### config.mk
export PLATFORM = sky130hd
export DESIGN_NAME = dct_scale_sat
export DESIGN_NICKNAME = d
export VERILOG_FILES = /design/src/rtl/dct_scale_sat.sv
export SDC_FILE = /design/constraint.sdc
export NUM_CORES = 1
export LEC_CHECK = 0
export CAP_MARGIN = 30
export CORE_MARGIN = 5
export CORE_UTILIZATION = 45
export CTS_CLUSTER_SIZE = 24
export DETAILED_ROUTE_END_ITERATION = 6
export DONT_BUFFER_PORTS = 1
export PLACE_DENSITY = 0.58
export SLEW_MARGIN = 20
export SYNTH_ARGS = -nofsm -noshare
export SYNTH_HDL_FRONTEND = slang
export SYNTH_SLANG_ARGS = --single-unit
### constraint.sdc
create_clock -name clk -period 10.8 [get_ports clk]
set_input_delay 2.16 -clock clk [delete_from_list [all_inputs] [get_ports clk]]
set_output_delay 2.16 -clock clk [all_outputs]
set_load 0.03 [all_outputs]
### src/rtl/dct_scale_sat.sv
// dct_scale_sat
// Output scaler for the DCT datapath. Divides the wide complex result of the
// vector-rotation stage by a power of two chosen from the FFT size, rounds
// (truncate / half-up / half-even), saturates to wDataOut bits and presents
// the result on a two-stage elastic valid/ready pipeline with per-beat and
// per-frame overflow reporting.
//
// Ports
//   clk, rst_n                      clock (rising edge), async active-low reset
//   sink_valid/sink_ready           input handshake
//   sink_sop/sink_eop/sink_error    frame delimiters and error bits
//   sink_real/sink_imag             signed input sample (wDataIn)
//   fftpts_in                       FFT size, latched on an accepted sop
//   round_mode                      0 trunc, 1/3 half-up, 2 half-even
//   source_valid/source_ready       output handshake
//   source_sop/source_eop           delayed frame delimiters
//   source_error                    {sink_error[1] | cfg_err, sink_error[0]}
//   source_real/source_imag         scaled, saturated sample (wDataOut)
//   fftpts_out                      FFT size of the frame being output
//   overflow                        a clamp happened on this output beat
//   frame_done                      pulse on the accepted eop output beat
//   frame_ovf_cnt                   saturated-beat count of the finished frame
module dct_scale_sat #(
    parameter int wDataIn    = 48,
    parameter int wDataOut   = 24,
    parameter int BASE_SHIFT = 16,
    parameter int LOG2_NMAX  = 11,
    parameter int LOG2_NMIN  = 6,
    parameter int wCnt       = 16
) (
    input  logic                       clk,
    input  logic                       rst_n,
    input  logic                       sink_valid,
    output logic                       sink_ready,
    input  logic                       sink_sop,
    input  logic                       sink_eop,
    input  logic [1:0]                 sink_error,
    input  logic signed [wDataIn-1:0]  sink_real,
    input  logic signed [wDataIn-1:0]  sink_imag,
    input  logic [11:0]                fftpts_in,
    input  logic [1:0]                 round_mode,
    output logic                       source_valid,
    input  logic                       source_ready,
    output logic                       source_sop,
    output logic                       source_eop,
    output logic [1:0]                 source_error,
    output logic signed [wDataOut-1:0] source_real,
    output logic signed [wDataOut-1:0] source_imag,
    output logic [11:0]                fftpts_out,
    output logic                       overflow,
    output logic                       frame_done,
    output logic [wCnt-1:0]            frame_ovf_cnt
);

    localparam int SW = 8;
    localparam logic [SW-1:0]        SH_BASE = SW'(BASE_SHIFT);
    localparam logic [11:0]          FFT_RST = 12'(2 ** LOG2_NMAX);
    localparam logic [wDataIn:0]     ONE_X   = {{wDataIn{1'b0}}, 1'b1};
    localparam logic signed [wDataIn:0] MAXV =
        {{(wDataIn - wDataOut + 2){1'b0}}, {(wDataOut - 1){1'b1}}};
    localparam logic signed [wDataIn:0] MINV =
        {{(wDataIn - wDataOut + 2){1'b1}}, {(wDataOut - 1){1'b0}}};
    localparam logic [wCnt-1:0]      CNT_ONE = {{(wCnt - 1){1'b0}}, 1'b1};
    localparam logic [wCnt-1:0]      CNT_MAX = {wCnt{1'b1}};

    // Decode an FFT size into {cfg_err, shift}. Illegal sizes fall back to
    // the base shift; two FFT sizes share each shift step.
    function automatic logic [SW:0] cfg_decode(input logic [11:0] n);
        logic [3:0]    l;
        logic          pow2;
        logic          in_rng;
        logic [SW-1:0] sh;
        l = 4'd0;
        for (int i = 0; i < 12; i++) begin
            l = n[i] ? 4'(i) : l;
        end
        pow2   = (n != 12'd0) && ((n & (n - 12'd1)) == 12'd0);
        in_rng = (l >= 4'(LOG2_NMIN)) && (l <= 4'(LOG2_NMAX));
        if (pow2 && in_rng) begin
            sh = SH_BASE - ((SW'(LOG2_NMAX) - {{(SW - 4){1'b0}}, l}) >> 1);
            return {1'b0, sh};
        end else begin
            return {1'b1, SH_BASE};
        end
    endfunction

    // Shift, round and saturate one component; returns {clamped, value}.
    // Works in wDataIn+1 bits so the rounding increment can never wrap.
    function automatic logic [wDataOut:0] round_sat(
        input logic signed [wDataIn-1:0] x,
        input logic [SW-1:0]             sh,
        input logic [1:0]                mode
    );
        logic signed [wDataIn:0] xe;
        logic signed [wDataIn:0] q;
        logic signed [wDataIn:0] res;
        logic [wDataIn:0]        bit_r;
        logic                    r;
        logic                    s;
        logic                    inc;
        xe    = {x[wDataIn-1], x};
        q     = xe >>> sh;
        bit_r = ONE_X << (sh - SW'(1));
        r     = |($unsigned(xe) & bit_r);
        s     = |($unsigned(xe) & (bit_r - ONE_X));
        case (mode)
            2'd0:    inc = 1'b0;
            2'd2:    inc = r & (s | q[0]);
            default: inc = r;
        endcase
        res = q + $signed({{wDataIn{1'b0}}, inc});
        if (res > MAXV) begin
            return {1'b1, 1'b0, {(wDataOut - 1){1'b1}}};
        end else if (res < MINV) begin
            return {1'b1, 1'b1, {(wDataOut - 1){1'b0}}};
        end else begin
            return {1'b0, res[wDataOut-1:0]};
        end
    endfunction

    // Frame configuration latched on sop
    logic [SW-1:0]  shift_frame_r;
    logic           cfg_err_r;
    logic [11:0]    fftpts_frame_r;

    // Stage 1
    logic                      v1_r;
    logic signed [wDataIn-1:0] re1_r, im1_r;
    logic [SW-1:0]             sh1_r;
    logic [1:0]                mode1_r;
    logic                      sop1_r, eop1_r;
    logic [1:0]                err1_r;
    logic [11:0]               fft1_r;

    // Stage 2
    logic                       v2_r;
    logic signed [wDataOut-1:0] re2_r, im2_r;
    logic                       ovf2_r;
    logic                       sop2_r, eop2_r;
    logic [1:0]                 err2_r;
    logic [11:0]                fft2_r;
    logic [wCnt-1:0]            cnt_run_r;
    logic [wCnt-1:0]            frame_cnt_r;

    // Handshake / combinational datapath
    logic                s2_ready_s;
    logic                s1_to_s2_s;
    logic                sink_acc_s;
    logic [SW:0]         cfg_s;
    logic [SW-1:0]       sh_in_s;
    logic                cfg_err_in_s;
    logic [11:0]         fft_in_s;
    logic [wDataOut:0]   rs_re_s, rs_im_s;
    logic                ovf_s;
    logic [wCnt-1:0]     cnt_base_s, cnt_next_s;

    assign s2_ready_s = !v2_r || source_ready;
    assign s1_to_s2_s = v1_r && s2_ready_s;
    assign sink_ready = !v1_r || s2_ready_s;
    assign sink_acc_s = sink_valid && sink_ready;

    // Per-beat configuration: a sop beat already uses its own frame's shift
    always_comb begin
        cfg_s        = cfg_decode(fftpts_in);
        sh_in_s      = shift_frame_r;
        cfg_err_in_s = cfg_err_r;
        fft_in_s     = fftpts_frame_r;
        if (sink_sop) begin
            sh_in_s      = cfg_s[SW-1:0];
            cfg_err_in_s = cfg_s[SW];
            fft_in_s     = fftpts_in;
        end else begin
            sh_in_s      = shift_frame_r;
            cfg_err_in_s = cfg_err_r;
            fft_in_s     = fftpts_frame_r;
        end
    end

    // Rounding/saturation of the stage-1 beat and running overflow count
    always_comb begin
        rs_re_s    = round_sat(re1_r, sh1_r, mode1_r);
        rs_im_s    = round_sat(im1_r, sh1_r, mode1_r);
        ovf_s      = rs_re_s[wDataOut] | rs_im_s[wDataOut];
        cnt_base_s = sop1_r ? {wCnt{1'b0}} : cnt_run_r;
        if (ovf_s && (cnt_base_s != CNT_MAX)) begin
            cnt_next_s = cnt_base_s + CNT_ONE;
        end else begin
            cnt_next_s = cnt_base_s;
        end
    end

    // Frame configuration register, updated on every accepted sop
    always_ff @(posedge clk or negedge rst_n) begin
        if (!rst_n) begin
            shift_frame_r  <= SH_BASE;
            cfg_err_r      <= 1'b0;
            fftpts_frame_r <= FFT_RST;
        end else if (sink_acc_s && sink_sop) begin
            shift_frame_r  <= cfg_s[SW-1:0];
            cfg_err_r      <= cfg_s[SW];
            fftpts_frame_r <= fftpts_in;
        end
    end

    // Stage 1: capture the accepted beat with its shift and flags
    always_ff @(posedge clk or negedge rst_n) begin
        if (!rst_n) begin
            v1_r    <= 1'b0;
            re1_r   <= {wDataIn{1'b0}};
            im1_r   <= {wDataIn{1'b0}};
            sh1_r   <= SH_BASE;
            mode1_r <= 2'd0;
            sop1_r  <= 1'b0;
            eop1_r  <= 1'b0;
            err1_r  <= 2'd0;
            fft1_r  <= FFT_RST;
        end else if (sink_acc_s) begin
            v1_r    <= 1'b1;
            re1_r   <= sink_real;
            im1_r   <= sink_imag;
            sh1_r   <= sh_in_s;
            mode1_r <= round_mode;
            sop1_r  <= sink_sop;
            eop1_r  <= sink_eop;
            err1_r  <= {sink_error[1] | cfg_err_in_s, sink_error[0]};
            fft1_r  <= fft_in_s;
        end else if (s1_to_s2_s) begin
            v1_r    <= 1'b0;
        end
    end

    // Stage 2: registered rounded/saturated output and frame counters
    always_ff @(posedge clk or negedge rst_n) begin
        if (!rst_n) begin
            v2_r        <= 1'b0;
            re2_r       <= {wDataOut{1'b0}};
            im2_r       <= {wDataOut{1'b0}};
            ovf2_r      <= 1'b0;
            sop2_r      <= 1'b0;
            eop2_r      <= 1'b0;
            err2_r      <= 2'd0;
            fft2_r      <= FFT_RST;
            cnt_run_r   <= {wCnt{1'b0}};
            frame_cnt_r <= {wCnt{1'b0}};
        end else if (s2_ready_s) begin
            v2_r <= v1_r;
            if (v1_r) begin
                re2_r     <= rs_re_s[wDataOut-1:0];
                im2_r     <= rs_im_s[wDataOut-1:0];
                ovf2_r    <= ovf_s;
                sop2_r    <= sop1_r;
                eop2_r    <= eop1_r;
                err2_r    <= err1_r;
                fft2_r    <= fft1_r;
                cnt_run_r <= cnt_next_s;
                // The eop beat carries its frame's final count while it waits in S2
                if (eop1_r) begin
                    frame_cnt_r <= cnt_next_s;
                end
            end
        end
    end

    assign source_valid  = v2_r;
    assign source_real   = re2_r;
    assign source_imag   = im2_r;
    assign overflow      = ovf2_r;
    assign source_sop    = sop2_r;
    assign source_eop    = eop2_r;
    assign source_error  = err2_r;
    assign fftpts_out    = fft2_r;
    assign frame_ovf_cnt = frame_cnt_r;
    assign frame_done    = v2_r && eop2_r && source_ready;

endmodule

==> key figures <==
Status
  – Status: complete, but fails checks
  – Violated checks: DRC

Pwr
  – Sequential fraction of design power: approximately a third
  – Sw frac: 47.5%
  – P_int: ~2.4 mW
  – Max rail drop VDD: between 0.15 and 0.2 mV
  – Psw: ~2.1 mW
  – Pwr dens: ~200 nW/µm²
  – Clock network fraction of total power: between 20% and 30%
  – Leakage power: 8.50 nW
  – Part of the power in combinational logic: between 40% and 50%

Synth
  – Synth area leaders: dfrtp_1 27%, mux2_2 7.4%, mux2i_1 5.8%, nand2_1 5.2%, nor2_1 2.9%
  – Register area share after synthesis: between 20 and 30%
  – Mapped Area: between 20000 and 25000 µm²
  – Library cells used by synthesis: about 100
  – Yosys reg bits: ~240
  – Synth area leader: dfrtp_1
  – Cells after Synth: between 2000 and 3000
  – Syn nets: roughly 2700
  – Asr flop ratio synth: 100%
  – Ys flop type: dfrtp_1
  – Post-synth EDFFs: 0
  – Post-synthesis area per instance: approximately 8.3 µm²
  – Ys Warns: 0
  – Area fraction of the dominant cell type after synthesis: between 20% and 30%

Cells and area
  – Fill cells: approximately 4600
  – Layout Nets: 2585
  – Area grow syn2layout: 5.94%
  – Most frequent cells in the layout: 294 x nand2_1, 230 x dfrtp_1, 164 x nor2_1
  – Layout cells sized above 1: a little over an eighth
  – Commonest non-fill, non-tap cell in the layout: nand2_1

Timing
  – RSZ-0062 raised after global routing: false
  – Final setup violation count: 0
  – Final Max Tran Viols: 0
  – Final WS setup: about 940 ps
  – Relative slew slack: between 20 and 30%
  – Final hold viol count: 0
  – Worst Skew: approximately 23 ps
  – Max Clock Freq: 101 MHz
  – Final min period: slightly below 10000 ps
  – Slew @ Worst Pin: 1060 ps
  – Setup TNS: 0 ps
  – Part of the cycle the worst path needs: between 90% and 100%

Clock network
  – Root buf cell: clkbuf_16
  – Hold-fix buffers, CTS: 0
  – Longest Clk Path Bufs: 3
  – CTS resizes: 0
  – TritonCTS buffer count: 27
  – Buffer count from post-CTS setup fixing: 0
  – CTS tree: built
  – H-tree depth: 1
  – Worst-path clk slew: around 70 ps
  – Clk Latency, worst-skew pair: slightly below 600 ps
  – Clock Sinks: roughly 240

Global routing
  – Met1 usage: between 40 and 50%
  – Antenna violations before repair: 11
  – First-pass GRT wire length: about 130 mm
  – Largest net degree at the start of global routing: 239
  – Gr ovfl total: 0
  – GR Layer Usage met3: ~6.4%
  – Vias in the first global route: roughly 20000
  – Gr usage total: 32.2%
  – Met2 GRT Util: 49.8%
  – Top Usage Layer GRT: met2

Setup path
  – R2r setup slk: around 940 ps
  – Type of origin of the critical path: flip-flop
  – Critical Path Max Stage Delay: between 700 and 800 ps
  – Required @ worst endpoint: 11310 ps
  – Crit-path max FO: 24
  – Worst r2r path cells: 33
  – Critical-path top delay cell: or4b_1
  – Worst r2r src: sh1_r[0]$_DFFE_PN0P_
  – R2R Path End: cnt_run_r[3]$_DFFE_PN0P_
  – Setup CP Type: flip-flop to flip-flop
  – Crit path DAT: a little over 10000 ps
  – CP endpoint kind: flip-flop

Floorplan
  – IO Pins: just over 200
  – Initial cell density of the core: a little under half
  – Total Die Area: around 52000 µm²
  – Core area: approximately 47000 µm²
  – FP Rows: roughly 80
  – DIE HEIGHT: ~230 µm
  – Die width: roughly 230 µm

Place
  – GPL Wtd Cong: 0.984
  – IO Port Bufs: 0
  – Pre-CTS setup slack: 1000 ps
  – Hpwl dp: between 60 and 70 mm

Routing
  – # DRC: 1
  – Wire per inst: between 20 and 30 µm
  – Vias per cell: about 7
  – Via count: around 22000
  – Total Routed Length: approximately 87 mm
  – First DRT Iteration DRCs: approximately 2800
  – DRT Pass-1 Iters: 7
  – Antenna Nets Post-Route: 0

Job
  – Max Cap Viol: 0

Min path
  – Hold EP: fftpts_out[4]$_DFFE_PN0P_
  – Hold WC Path Type: flip-flop to flip-flop
  – Worst Hold Depth: 2
  – Worst hold path startpoint: fft1_r[4]$_DFFE_PN0P_
[power groups by stage]
stage | Clock [mW] | Combinational, mW | Sequential, mW
6_report | 0.962 | 2.07 | 1.49
5_1_grt | 1.02 | 2.21 | 1.51
4_1_cts | 0.991 | 2.00 | 1.49
3_5_place_dp | 0 | 1.99 | 1.50
3_3_place_gp | 0 | 1.99 | 1.50
2_1_floorplan | 0 | 1.46 | 1.37
[sequential cells by signal, indices dropped and copies added, names as in the netlist, 6 cells and up]
signal and cells:
cnt_run_r 16, fft1_r 12, fftpts_frame_r 12, fftpts_out 12
frame_ovf_cnt 16, im1_r 48, re1_r 48, sh1_r 6
shift_frame_r 6, source_imag 24, source_real 24
[Yosys cell counts, types with 14 or more instances]
cell	count
a21oi_1	122
buf_1	18
nand4_1	38
a221oi_1	37
buf_2	26
inv_1	31
or3_1	35
nor4_1	21
a211oi_1	15
nand3_1	103
o21ai_0	119
mux2_2	139
nand2_1	296
a22oi_1	65
nand2b_1	34
clkbuf_1	135
o21a_1	20
and3_1	30
xor2_1	36
dfrtp_1	233
a31oi_1	60
mux2i_1	124
a22o_1	32
nor3_1	79
and2_1	20
nor2b_1	35
o211ai_1	34
o31ai_1	19
xnor2_1	50
o22ai_1	52
nor2_1	164
o221ai_1	14
[how the worst max path moves through the flow]
| stage | from | to | slack (ps) | cells past startpoint |
|---|---|---|---|---|
| after detailed placement | sh1_r[0]$_DFFE_PN0P_ | frame_ovf_cnt[1]$_DFFE_PN0P_ | 1000 | 33 |
| after CTS | sh1_r[0]$_DFFE_PN0P_ | frame_ovf_cnt[1]$_DFFE_PN0P_ | 970 | 33 |
| final | sh1_r[0]$_DFFE_PN0P_ | cnt_run_r[3]$_DFFE_PN0P_ | 940 | 33 |
| after global placement | sh1_r[0]$_DFFE_PN0P_ | frame_ovf_cnt[1]$_DFFE_PN0P_ | 1200 | 33 |
| after global routing | sh1_r[0]$_DFFE_PN0P_ | cnt_run_r[3]$_DFFE_PN0P_ | 210 | 35 |
| after floorplan | sh1_r[0]$_DFFE_PN0P_ | cnt_run_r[6]$_DFFE_PN0P_ | 1680 | 42 |
[logic make-up after synthesis]
family / after synthesis / synth area share [%]
compound gates: 772 / 25.7
mux: 275 / 14.5
simple gates: 946 / 22.3
xor+xnor: 86 / 3.55
buf+inv: 234 / 5.01
flops: 238 / 28.1
fa+ha+maj: 14 / 0.848
[stage by stage]
stage	cells	instance area [µm²]	power (mW)	hold WS, ps	utilization [%]
after floorplan	2565	21200	2.83	433	-
after global placement	3026	21500	3.48	442	46.1
after detailed placement	3029	21500	3.49	450	46.2
after CTS	3077	22500	4.48	470	48.1
after global routing	3083	22500	4.74	480	48.2
final	3085	22500	4.52	467	48.2
[per-layer routing]
metal	share of wire [%]	routed length, µm
met5	0.063	55
met4	3.3	2850
met3	8.9	7760
met2	45	38700
met1	43	37400
[critical path: cells and delay by family (launching register included)]
| family | cells | cell delay, ps |
|---|---|---|
| AND/OR/NAND/NOR | 14 | 4580 |
| AO/OA/AOI/OAI | 11 | 2540 |
| adder cells (fa/ha/maj) | 4 | 1260 |
| buffers and inverters | 4 | 910 |
| flip-flops | 1 | 470 |
[area by class of cell]
type                       count  area (µm²)  area share (%)
antenna                        5        12.5          0.0556
clock buffer                  34         722            3.21
clock inverter                14         194           0.862
inverter                      33         124           0.551
multi-input combinational   2093       14300            63.4
sequential                   238        5970            26.5
tap                          607         759            3.38
timing repair buffer          61         458            2.04
Power figures use the tool's default switching activity.
